--- config.mk ---
export PLATFORM = sky130hd
export DESIGN_NAME = order_encoder
export DESIGN_NICKNAME = d
export VERILOG_FILES = /design/src/rtl/order_encoder.sv
export SDC_FILE = /design/constraint.sdc
export NUM_CORES = 1
export LEC_CHECK = 0
export BUFFER_PORTS_ARGS = -buffer_cell sky130_fd_sc_hd__buf_2
export CAP_MARGIN = 20
export CORE_ASPECT_RATIO = 1.5
export CORE_MARGIN = 5
export CORE_UTILIZATION = 60
export CTS_BUF_LIST = sky130_fd_sc_hd__clkbuf_16
export DETAILED_ROUTE_END_ITERATION = 16
export HOLD_SLACK_MARGIN = 0.03
export PLACE_DENSITY = 0.79
export SLEW_MARGIN = 20
export SYNTH_ARGS = -nofsm -noshare
export SYNTH_HDL_FRONTEND = slang
export SYNTH_SLANG_ARGS = --single-unit
--- constraint.sdc ---
create_clock -name clk -period 3.3 [get_ports clk]
set_input_delay 0 -clock clk [delete_from_list [all_inputs] [get_ports clk]]
set_output_delay 0 -clock clk [all_outputs]
set_load 0.005 [all_outputs]
--- src/rtl/order_encoder.sv ---
// Order message serializer: queues buy/sell decisions and streams each as a byte message.
// Optional checksum byte is enabled by defining ORDER_CHECKSUM_EN.
module order_encoder #(
  parameter int unsigned DEPTH = 4,
  parameter logic [7:0]  HDR   = 8'hA5
) (
  input  logic        clk,
  input  logic        rst,
  input  logic        buy,
  input  logic        sell,
  input  logic [31:0] price,
  input  logic [15:0] qty,
  output logic [7:0]  tx_data,
  output logic        tx_valid,
  input  logic        tx_ready,
  output logic        tx_last,
  output logic        busy,
  output logic        drop,
  output logic [15:0] drop_cnt
);

  localparam int unsigned AW = $clog2(DEPTH);
`ifdef ORDER_CHECKSUM_EN
  localparam int unsigned LEN = 10;
`else
  localparam int unsigned LEN = 9;
`endif
  localparam int unsigned MW       = LEN * 8;
  localparam logic [3:0]  LAST_IDX = 4'(LEN - 1);
  localparam logic [AW:0] FULL_CNT = (AW + 1)'(DEPTH);

  typedef enum logic {IDLE, SEND} state_t;
  state_t state_q, state_d;

  logic [48:0]   mem [DEPTH];
  logic [AW-1:0] wr_ptr, rd_ptr;
  logic [AW:0]   count, count_d;
  logic [7:0]    seq;
  logic [MW-1:0] msg, msg_load;
  logic [3:0]    idx;
  logic [48:0]   head;
  logic [71:0]   body;
  logic          pop, accept, push_ok, drop_d, single, full;

  assign single  = buy ^ sell;
  assign full    = (count == FULL_CNT);
  // A full FIFO still takes a push when the head is popped in the same cycle.
  assign push_ok = single && (!full || pop);
  assign drop_d  = (buy && sell) || (single && full && !pop);

  always_comb begin
    state_d = state_q;
    pop     = 1'b0;
    accept  = 1'b0;
    case (state_q)
      IDLE: begin
        if (count != '0) begin
          pop     = 1'b1;
          state_d = SEND;
        end
      end
      SEND: begin
        if (tx_ready) begin
          accept = 1'b1;
          if (idx == LAST_IDX) state_d = IDLE;
        end
      end
      default: state_d = IDLE;
    endcase
  end

  always_comb begin
    count_d = count;
    if (push_ok && !pop)      count_d = count + 1'b1;
    else if (!push_ok && pop) count_d = count - 1'b1;
  end

  assign head = mem[rd_ptr];
  assign body = {HDR, (head[48] ? 8'h42 : 8'h53), head[47:0], seq};

`ifdef ORDER_CHECKSUM_EN
  logic [7:0] cks;
  always_comb begin
    cks = '0;
    for (int unsigned i = 0; i < 9; i++) cks = cks ^ body[i*8 +: 8];
    msg_load = {body, cks};
  end
`else
  assign msg_load = body;
`endif

  assign tx_data  = msg[MW-1 -: 8];
  assign tx_valid = (state_q == SEND);
  assign tx_last  = tx_valid && (idx == LAST_IDX);

  always_ff @(posedge clk) begin
    if (rst) state_q <= IDLE;
    else     state_q <= state_d;
  end

  always_ff @(posedge clk) begin
    if (push_ok) mem[wr_ptr] <= {buy, price, qty};
  end

  always_ff @(posedge clk) begin
    if (rst) begin
      wr_ptr   <= '0;
      rd_ptr   <= '0;
      count    <= '0;
      seq      <= '0;
      msg      <= '0;
      idx      <= '0;
      busy     <= 1'b0;
      drop     <= 1'b0;
      drop_cnt <= '0;
    end else begin
      count <= count_d;
      if (push_ok) wr_ptr <= wr_ptr + 1'b1;
      if (pop) begin
        rd_ptr <= rd_ptr + 1'b1;
        msg    <= msg_load;
        idx    <= '0;
        seq    <= seq + 8'd1;
      end else if (accept) begin
        msg <= {msg[MW-9:0], 8'h00};
        idx <= idx + 4'd1;
      end
      busy <= (state_d == SEND) || (count_d != '0);
      drop <= drop_d;
      if (drop_d && drop_cnt != 16'hFFFF) drop_cnt <= drop_cnt + 16'd1;
    end
  end

endmodule

# Yosys cells after proc, flatten, opt, wreduce, memory -nomap -nowiden
# Memory sizes are Yosys's and may differ from the RTL's. A register that Yosys moved wholly into a read port is not among the register bits.
# Cells that the tools add are included.
dict set report word_totals {
  mem_bits_rw 196
  register_bits 110
  out_inout_bits 28
  memories 1
  inputBits 53
}
# name words width read_ports rd_clocked_by_memory_dff wr line
set mem_list {}
lappend mem_list {mem 4 49 1 1 1 35} ;# logic [48:0] mem [DEPTH];
dict set report classes {
  n_reduce_logical 18
  muxes 16
  bitwise_logic 2
  add_sub_neg 7
  n_eq_ne 3
}
# operator count
set op_table {}
lappend op_table {{two-way mux 72 bit} 2}
lappend op_table {{adder 16 x 1 -> 16 bit (second input constant)} 1}
lappend op_table {{!= test 16 bit (second input constant)} 1}
lappend op_table {{adder 8 x 1 -> 8 bit (second input constant)} 1}
lappend op_table {{logical AND 1 bit} 8}
lappend op_table {{two-way mux 1 bit} 8}
lappend op_table {{two-way mux 3 bit} 2}
lappend op_table {{nonzero test 3 bit} 2}
lappend op_table {{two-way mux 5 bit} 1}
lappend op_table {{adder 2 x 1 -> 2 bit (second input constant)} 2}
lappend op_table {{adder 4 x 1 -> 4 bit (second input constant)} 1}
lappend op_table {{equality test 4 bit (second input constant)} 1}
lappend op_table {{two-way mux 2 bit} 2}
lappend op_table {{adder 3 x 1 -> 3 bit (second input constant)} 1}
lappend op_table {{equality test 3 bit (second input constant)} 1}
lappend op_table {{zero test 1 bit} 3}
lappend op_table {{logical OR 1 bit} 3}
lappend op_table {{subtractor 3 x 1 -> 3 bit (second input constant)} 1}
lappend op_table {{one-hot mux 1 bit (2 select lines)} 1}
lappend op_table {{nonzero test 2 bit} 1}
lappend op_table {{OR reduction 2 bit} 1}
lappend op_table {{NOT 1 bit} 1}
lappend op_table {{XOR 1 bit} 1}

# Depth between registers and ports, before layout
# Gate-level depths: netlist (run 1).
dict set report logic_depth {
  depth_word 11
  mapped_depth 10
  depth_no_buf 7
}

# Least setup slack after synthesis (run 1)
# Ideal clock, no wire load.
dict set report synth_path {
  kind {reg2reg}
  startpoint {reg count[1]}
  endpoint {mem mem[0][0], enable pin}
  arrival_ns 2.157
  slack_ns 0.732
  path_stages_with_launch 6
  path_cell_list {dfxtp_1 inv_1 ha_1 buf_4 nand3_1 and3_1}
}
dict set report synth_between {
  elab_chain_cells 7
  elab_cells_between_ends 9
  cone_classes {1 x eq/ne; 4 x mux; 4 x reduce/logical}
}
# element line
set synth_rtl {}
lappend synth_rtl {{from (decl)} 37} ;# logic [AW:0] count, count_d;
lappend synth_rtl {{from (signal assigned)} 117} ;# count <= count_d;
lappend synth_rtl {{nonzero test 3 bit} 57} ;# if (count != '0) begin
lappend synth_rtl {{two-way mux 1 bit} 57}
lappend synth_rtl {{two-way mux 1 bit} 55} ;# case (state_q)
lappend synth_rtl {{logical OR 1 bit (*)} 48} ;# assign push_ok = single && (!full || pop);
lappend synth_rtl {{logical AND 1 bit (*)} 48}
lappend synth_rtl {{two-way mux 1 bit (*)} 102} ;# if (push_ok) mem[wr_ptr] <= {buy, price, qty};
lappend synth_rtl {{two-way mux 1 bit (not written as such) (*)} 102}
lappend synth_rtl {{to (decl)} 35}
# Every way passes the cells marked *; elsewhere a longest branch is shown, timed or not.

# Worst setup path after layout (run 1)
dict set report layout_path {
  startpoint {reg count[1]}
  endpoint {reg msg[19]}
}
dict set report layout_between {
  elab_chain_cells 4
  elab_cells_between_ends 5
  cone_classes {3 x mux; 2 x reduce/logical}
}
# element line
set layout_rtl {}
lappend layout_rtl {{nonzero test 3 bit (*)} 57}
lappend layout_rtl {{two-way mux 1 bit (*)} 57}
lappend layout_rtl {{two-way mux 1 bit (*)} 55}
lappend layout_rtl {{two-way mux 72 bit / nonzero test 2 bit (equally long branches)} --}
lappend layout_rtl {{to (signal assigned)} 121} ;# msg <= msg_load;
lappend layout_rtl {{to (signal assigned)} 125} ;# msg <= {msg[MW-9:0], 8'h00};
lappend layout_rtl {{to (decl)} 39} ;# logic [MW-1:0] msg, msg_load;
# Marked as above.
# A chain may end at the register's enable or synchronous reset.

==> results of run 1 <==
-- where the power goes --
| group | switching, uW | leakage, uW | internal [uW] |
|---|---|---|---|
| registers | 406 | 0.00272 | 4730 |
| logic | 1330 | 0.00160 | 1010 |
| clock network | 1340 | 0.000481 | 1850 |
-- synthesized netlist by cell type (2+ instances only) --
cell and number:
a211oi_1 3, a21oi_1 78, a22oi_1 50, and2_1 2, and3_1 9, and4_1 3, buf_1 4, buf_2 19
buf_4 12, buf_6 5, clkbuf_1 19, dfxtp_1 112, edfxtp_1 196, ha_1 12, inv_1 9, mux4_2 49
nand2_1 80, nand3_1 23, nand4_1 8, nand4b_1 2, nor2_1 45, nor2b_1 2, nor3_1 3, nor3_2 2
nor3b_1 2, o21ai_0 10, o31ai_1 2, xnor2_1 13, xor2_1 14
-- routing by layer --
| layer | vias up | GRT usage, % |
|---|---|---|
| li1 | 3261 | - |
| met1 | 3360 | 24.68 |
| met2 | 219 | 35.83 |
| met3 | 28 | 3.163 |
| met4 | 0 | 5.485 |
| met5 | - | 0 |
-- registers in the layout (all words and copies together), names as in the netlist, named ones only --
signal,cells
wr_ptr,2
drop_cnt,16
drop,1
msg,72
rd_ptr,2
busy,1
seq,8
tx_valid,1
mem,196
count,3
idx,4
-- cells in the final DEF, fill, tap and decap left out, types with 14 or more instances in the layout --
cell type and instances:
dfxtp_1 110, nand2_1 80, clkbuf_16 28, nand3_1 23
buf_2 80, xor2_1 14, nor2_1 45, a22oi_1 50
dlygate4sd3_1 52, mux4_2 49, a21oi_1 78, inv_1 15
edfxtp_1 196
-- critical path: stages (launching register included) --
cell and delay (ns):
dfxtp_1 0.36, inv_1 0.12, ha_1 0.35, nor2b_1 0.67, nor2_8 0.04, nor2_4 0.11, buf_4 0.43, a22oi_1 0.14
a21oi_1 0.20
-- stage by stage --
step | area [um^2] | setup WS, ns | instances
floorplan | 11850 | 0.7315 | 807
global placement | 12390 | 0.9551 | 1099
detailed placement | 12390 | 0.8207 | 1099
CTS | 13810 | 0.7744 | 1201
global route | 13810 | 0.5127 | 1201
finish | 13810 | 0.7698 | 1201
-- area by class of cell --
class,count,area share (%)
timing repair buffer,143,7.627
clock inverter,22,1.449
clock buffer,28,5.072
tap,260,2.355
multi-input combinational,431,24.38
sequential,308,58.88
inverter,9,0.2446
-- path summary, 6_finish.rpt --
kind                                           start                   end  slack (ns)  depth (start not counted)
worst max register to register   count[1]$_SDFF_PP0_  msg[19]$_SDFFE_PP0P_        0.77                          8
worst min register to register  msg[70]$_SDFFE_PP0P_  msg[70]$_SDFFE_PP0P_        0.45                          2
worst max-delay path             count[1]$_SDFF_PP0_  msg[19]$_SDFFE_PP0P_        0.77                          8
worst min-delay path                        price[7]  mem[0][23]$_DFFE_PP_        0.21                          2
-- logic make-up after synthesis --
group | after synthesis | share of synthesized area [%]
AOI/OAI and AO/OA | 149 | 7.729
muxes | 50 | 9.397
DFF | 308 | 68.59
buffers and inverters | 68 | 3.051
xor gates and xnor gates | 27 | 1.996
and+or+nand+nor | 192 | 7.877
adders and majority gates | 13 | 1.362
==> impl_metrics.tcl, run 1 <==
set metrics [dict create \
    outcome "finished clean" \
    drtIter0Drc 434 \
    dr.pass1.iters 5 \
    yosysTopAreaCellShare_pct 49.67 \
    finalPower_uw 10670 \
    fmax_mhz 395.2 \
    cts_resized 0 \
    yosysTopAreaCell "edfxtp_1" \
    power_leakage_uw 0.004797 \
    wl_per_cell_um 18.52 \
    synth_flop_cell "edfxtp_1" \
    dieArea_um2 22720 \
    cts_sinks 308 \
    setup_viol 0 \
    grt_max_degree 97 \
    yosysSeqAreaShare_pct 68.59 \
    skew_ns 0.01555 \
    path_clk_slew_ns 0.07 \
    yosysWarningCount 0 \
    initial_utilization_pct 60.37 \
    synth.top_cells.by_area "edfxtp_1, dfxtp_1, mux4_2" \
    dr.max_layer_used "met4" \
    grt_pass1_vias 6998 \
    ant_nets 0 \
    multiInputGateArea_um2 3367 \
    antenna_found_initial 0 \
    cts_buffers 27 \
    critical_path_class "reg -> reg" \
    worstMarginPinSlew_ns 0.9992 \
    clk_latency_ns 0.54 \
    period_minus_slack_ns 2.530 \
    timing.final.crit_share_pct 76.67 \
    ios 81 \
    slew_headroom_pct 33.39 \
    synth_cell_types 48 \
    hold_viol_final 0 \
    nNetsFinal 985 \
    vias_per_cell 5.719 \
    cts_tree "yes" \
    grt_usage_pct 19.76 \
    seqCellArea_um2 8133 \
    cts.htree.levels 1 \
    wl_met1_um 8631 \
    maxSlewViolCount 0 \
    ctsHoldBuffers 52 \
    final_layout_size_suffix_gt1_share_pct 21.57 \
    cts_root_buf "clkbuf_16" \
    power_density_nw_per_um2 772.4 \
    required_ns 3.75 \
    routed_wl_um 22240 \
    tns_ns 0 \
    overflow 0 \
    rsz0062_at_grt "false" \
    vdd_drop_max_uv 577.7 \
    post-route-util_pct 70.38 \
    whs_ns 0.2141 \
    place_congestion 0.7721 \
    drc_errors 0 \
    num-fill-cells 1259 \
    dr_total_vias 6868 \
    diodes 0 \
    endpoint_kind "register" \
    synth_cells 807 \
    route.met3.wl_um 1312 \
    max_cap_violations 0 \
    core.rowCount 63 \
    ys_async_sr_fraction_pct 0 \
    post_cts.repair.setup_buffers 0 \
    port_buffers 80 \
    die_h_um 182.1 \
    dp_hpwl_um 12950 \
    synth_area_per_cell_um2 14.68 \
    die_w_um 124.7 \
    wl_met2_um 11870 \
    areaGrowthSynthToFinish_pct 16.57 \
    syn_nets 872 \
    worstPathArrival_ns 2.98 \
    synth_area_um2 11850 \
    ctsLongestPathBuffers 3 \
    synth.ff_latch_count 308 \
    synth_edf_count 196 \
    cp-start-kind "register" \
    grt_pass1_wl_um 36340 \
    core_um2 19630 \
    hp-class "in -> reg" \
    cp_max_fo 50 \
]
Power figures use the tool's default switching activity.
==> run 2: changes to the inputs <==
- clock period: 3.3 -> 2.65 ns (I/O delays scaled with it)
==> run 2 against run 1 <==
Hold slack got worse by 0.13 ns. Register-to-register slack got worse by 0.28 ns. Combinational power rose by 32%. Maximum frequency rose by 17%. Flip-flop and latch count did not move. Critical endpoint is now msg[40]$_SDFFE_PP0P_. Largest cell class unchanged. Largest power group unchanged.
==> impl_metrics.tcl, run 2 (synthesis results as in run 1) <==
set metrics [dict create \
    largest_reg_flops 196 \
    met2_usage_pct 37.22 \
    port_buffers 80 \
    fmax_mhz 463.5 \
    timing.final.crit_share_pct 81.41 \
    path_cells "inv_1 > ha_1 > nor2b_1 > buf_4 > nor2_8 > buf_4 > nand2_1 > a21oi_1" \
    cp_top_family "buffers and inverters" \
    top_regs "mem: 196 flops, msg: 72 flops, drop_cnt: 16 flops" \
    diodes 0 \
    overflow 0 \
    cts_tree "yes" \
    finalPower_uw 13330 \
    grt_pass1_vias 6966 \
    post_cts.repair.setup_buffers 0 \
    setup_viol 0 \
    dp_hpwl_um 13420 \
    cts_sinks 308 \
    final_area_um2 13870 \
    cpMostUsedCell "buf_4" \
    tns_ns 0 \
    wl_per_cell_um 18.84 \
    final_layout_size_suffix_gt1_share_pct 21.29 \
    clk_latency_ns 0.52 \
    die_w_um 124.7 \
    stdcell_count 1204 \
    regMostFlops "mem" \
    use_met3_pct 2.548 \
    skew_ns 0.008225 \
    rsz0062_at_grt "false" \
    worstPathArrival_ns 2.61 \
    die_h_um 182.1 \
    ctsHoldBuffers 51 \
    place_congestion 0.7979 \
    grt_max_degree 56 \
    ios 81 \
    cp_max_fo 26 \
    vdd_drop_max_uv 615.7 \
    critical_path_class "reg -> reg" \
    nNetsFinal 989 \
    hp-class "in -> reg" \
    final_common_cell "edfxtp_1" \
    hold_viol_final 0 \
    grt_pass1_wl_um 36600 \
    slew_headroom_pct 46.20 \
    cts_resized 0 \
    areaGrowthSynthToFinish_pct 17.01 \
    max_cap_violations 0 \
    path_clk_slew_ns 0.06 \
    preCtsSetupSlack_ns 0.5190 \
    layout_common_cells "edfxtp_1, dfxtp_1, nand2_1, buf_2, a21oi_1" \
    busiest_layer "met2" \
    power_leakage_uw 0.004808 \
    grt_use_met1_pct 24.54 \
    vias_per_cell 5.770 \
    ant_nets 0 \
    cts_buffers 27 \
    ctsLongestPathBuffers 3 \
    cts.htree.levels 1 \
    core.rowCount 63 \
    path_buf_inv 3 \
    dieArea_um2 22720 \
    initial_utilization_pct 60.37 \
    required_ns 3.10 \
    worstMarginPinSlew_ns 0.8050 \
    outcome "finished clean" \
    power_density_nw_per_um2 961.0 \
    period_minus_slack_ns 2.157 \
    cp-start-kind "register" \
    dr_total_vias 6947 \
    drc_errors 0 \
    dr.pass1.iters 5 \
    cts_root_buf "clkbuf_16" \
    slowest_stage "dfxtp_1" \
    setup_ws_ns 0.4926 \
    drtIter0Drc 672 \
    core_um2 19630 \
    place_area_um2 12480 \
    grt_usage_pct 20.02 \
    maxSlewViolCount 0 \
    placedCellCount 1104 \
    antenna_found_initial 0 \
    slowest_delay_ns 0.40 \
    endpoint_kind "register" \
    routed_wl_um 22680 \
]
[run 2: routing by layer]
| metal | wire (um) | vias up |
|---|---|---|
| met1 | 8908 | 3432 |
| met4 | 400 | 0 |
| met2 | 12260 | 213 |
| li1 | - | 3278 |
| met3 | 1114 | 24 |
| met5 | 0 | - |
[run 2: worst paths after layout]
check | from | end | slack, ns | cells after the start
max | count[1]$_SDFF_PP0_ | msg[40]$_SDFFE_PP0P_ | 0.49 | 8
min | sell | drop$_SDFF_PP0_ | 0.08 | 5
max reg2reg | count[1]$_SDFF_PP0_ | msg[40]$_SDFFE_PP0P_ | 0.49 | 8
min reg2reg | msg[65]$_SDFFE_PP0P_ | msg[65]$_SDFFE_PP0P_ | 0.45 | 2
[run 2: worst register-to-register path: cells and delay by family (launching register included)]
family | cells | cell delay, ns
buffers and inverters | 3 | 0.64
AND/OR/NAND/NOR | 3 | 0.61
flip-flops | 1 | 0.40
AO/OA/AOI/OAI | 1 | 0.14
adder cells (fa/ha/maj) | 1 | 0.29
[run 2: stage by stage]
stage,util [%],hold WS [ns]
global placement,63.58,0.2109
CTS,70.64,0.08114
detailed placement,63.58,0.2142
floorplan,-,0.09887
finish,70.64,0.08498
global route,70.64,0.1198
[run 2: area by class of cell]
cell class	instances	area [um^2]
Clock inverter	22	200.2
Fill cell	1232	5762
Timing Repair Buffer	147	1131
Multi-Input combinational cell	431	3367
Tap cell	260	325.3
Sequential cell	308	8133
Clock buffer	27	675.6
Inverter	9	33.78
[run 2: power breakdown]
| group | leakage [uW] | switching (uW) | internal (uW) |
|---|---|---|---|
| clock | 0.000456 | 1620 | 2240 |
| sequential | 0.00272 | 489 | 5890 |
| combinational | 0.00164 | 1730 | 1360 |
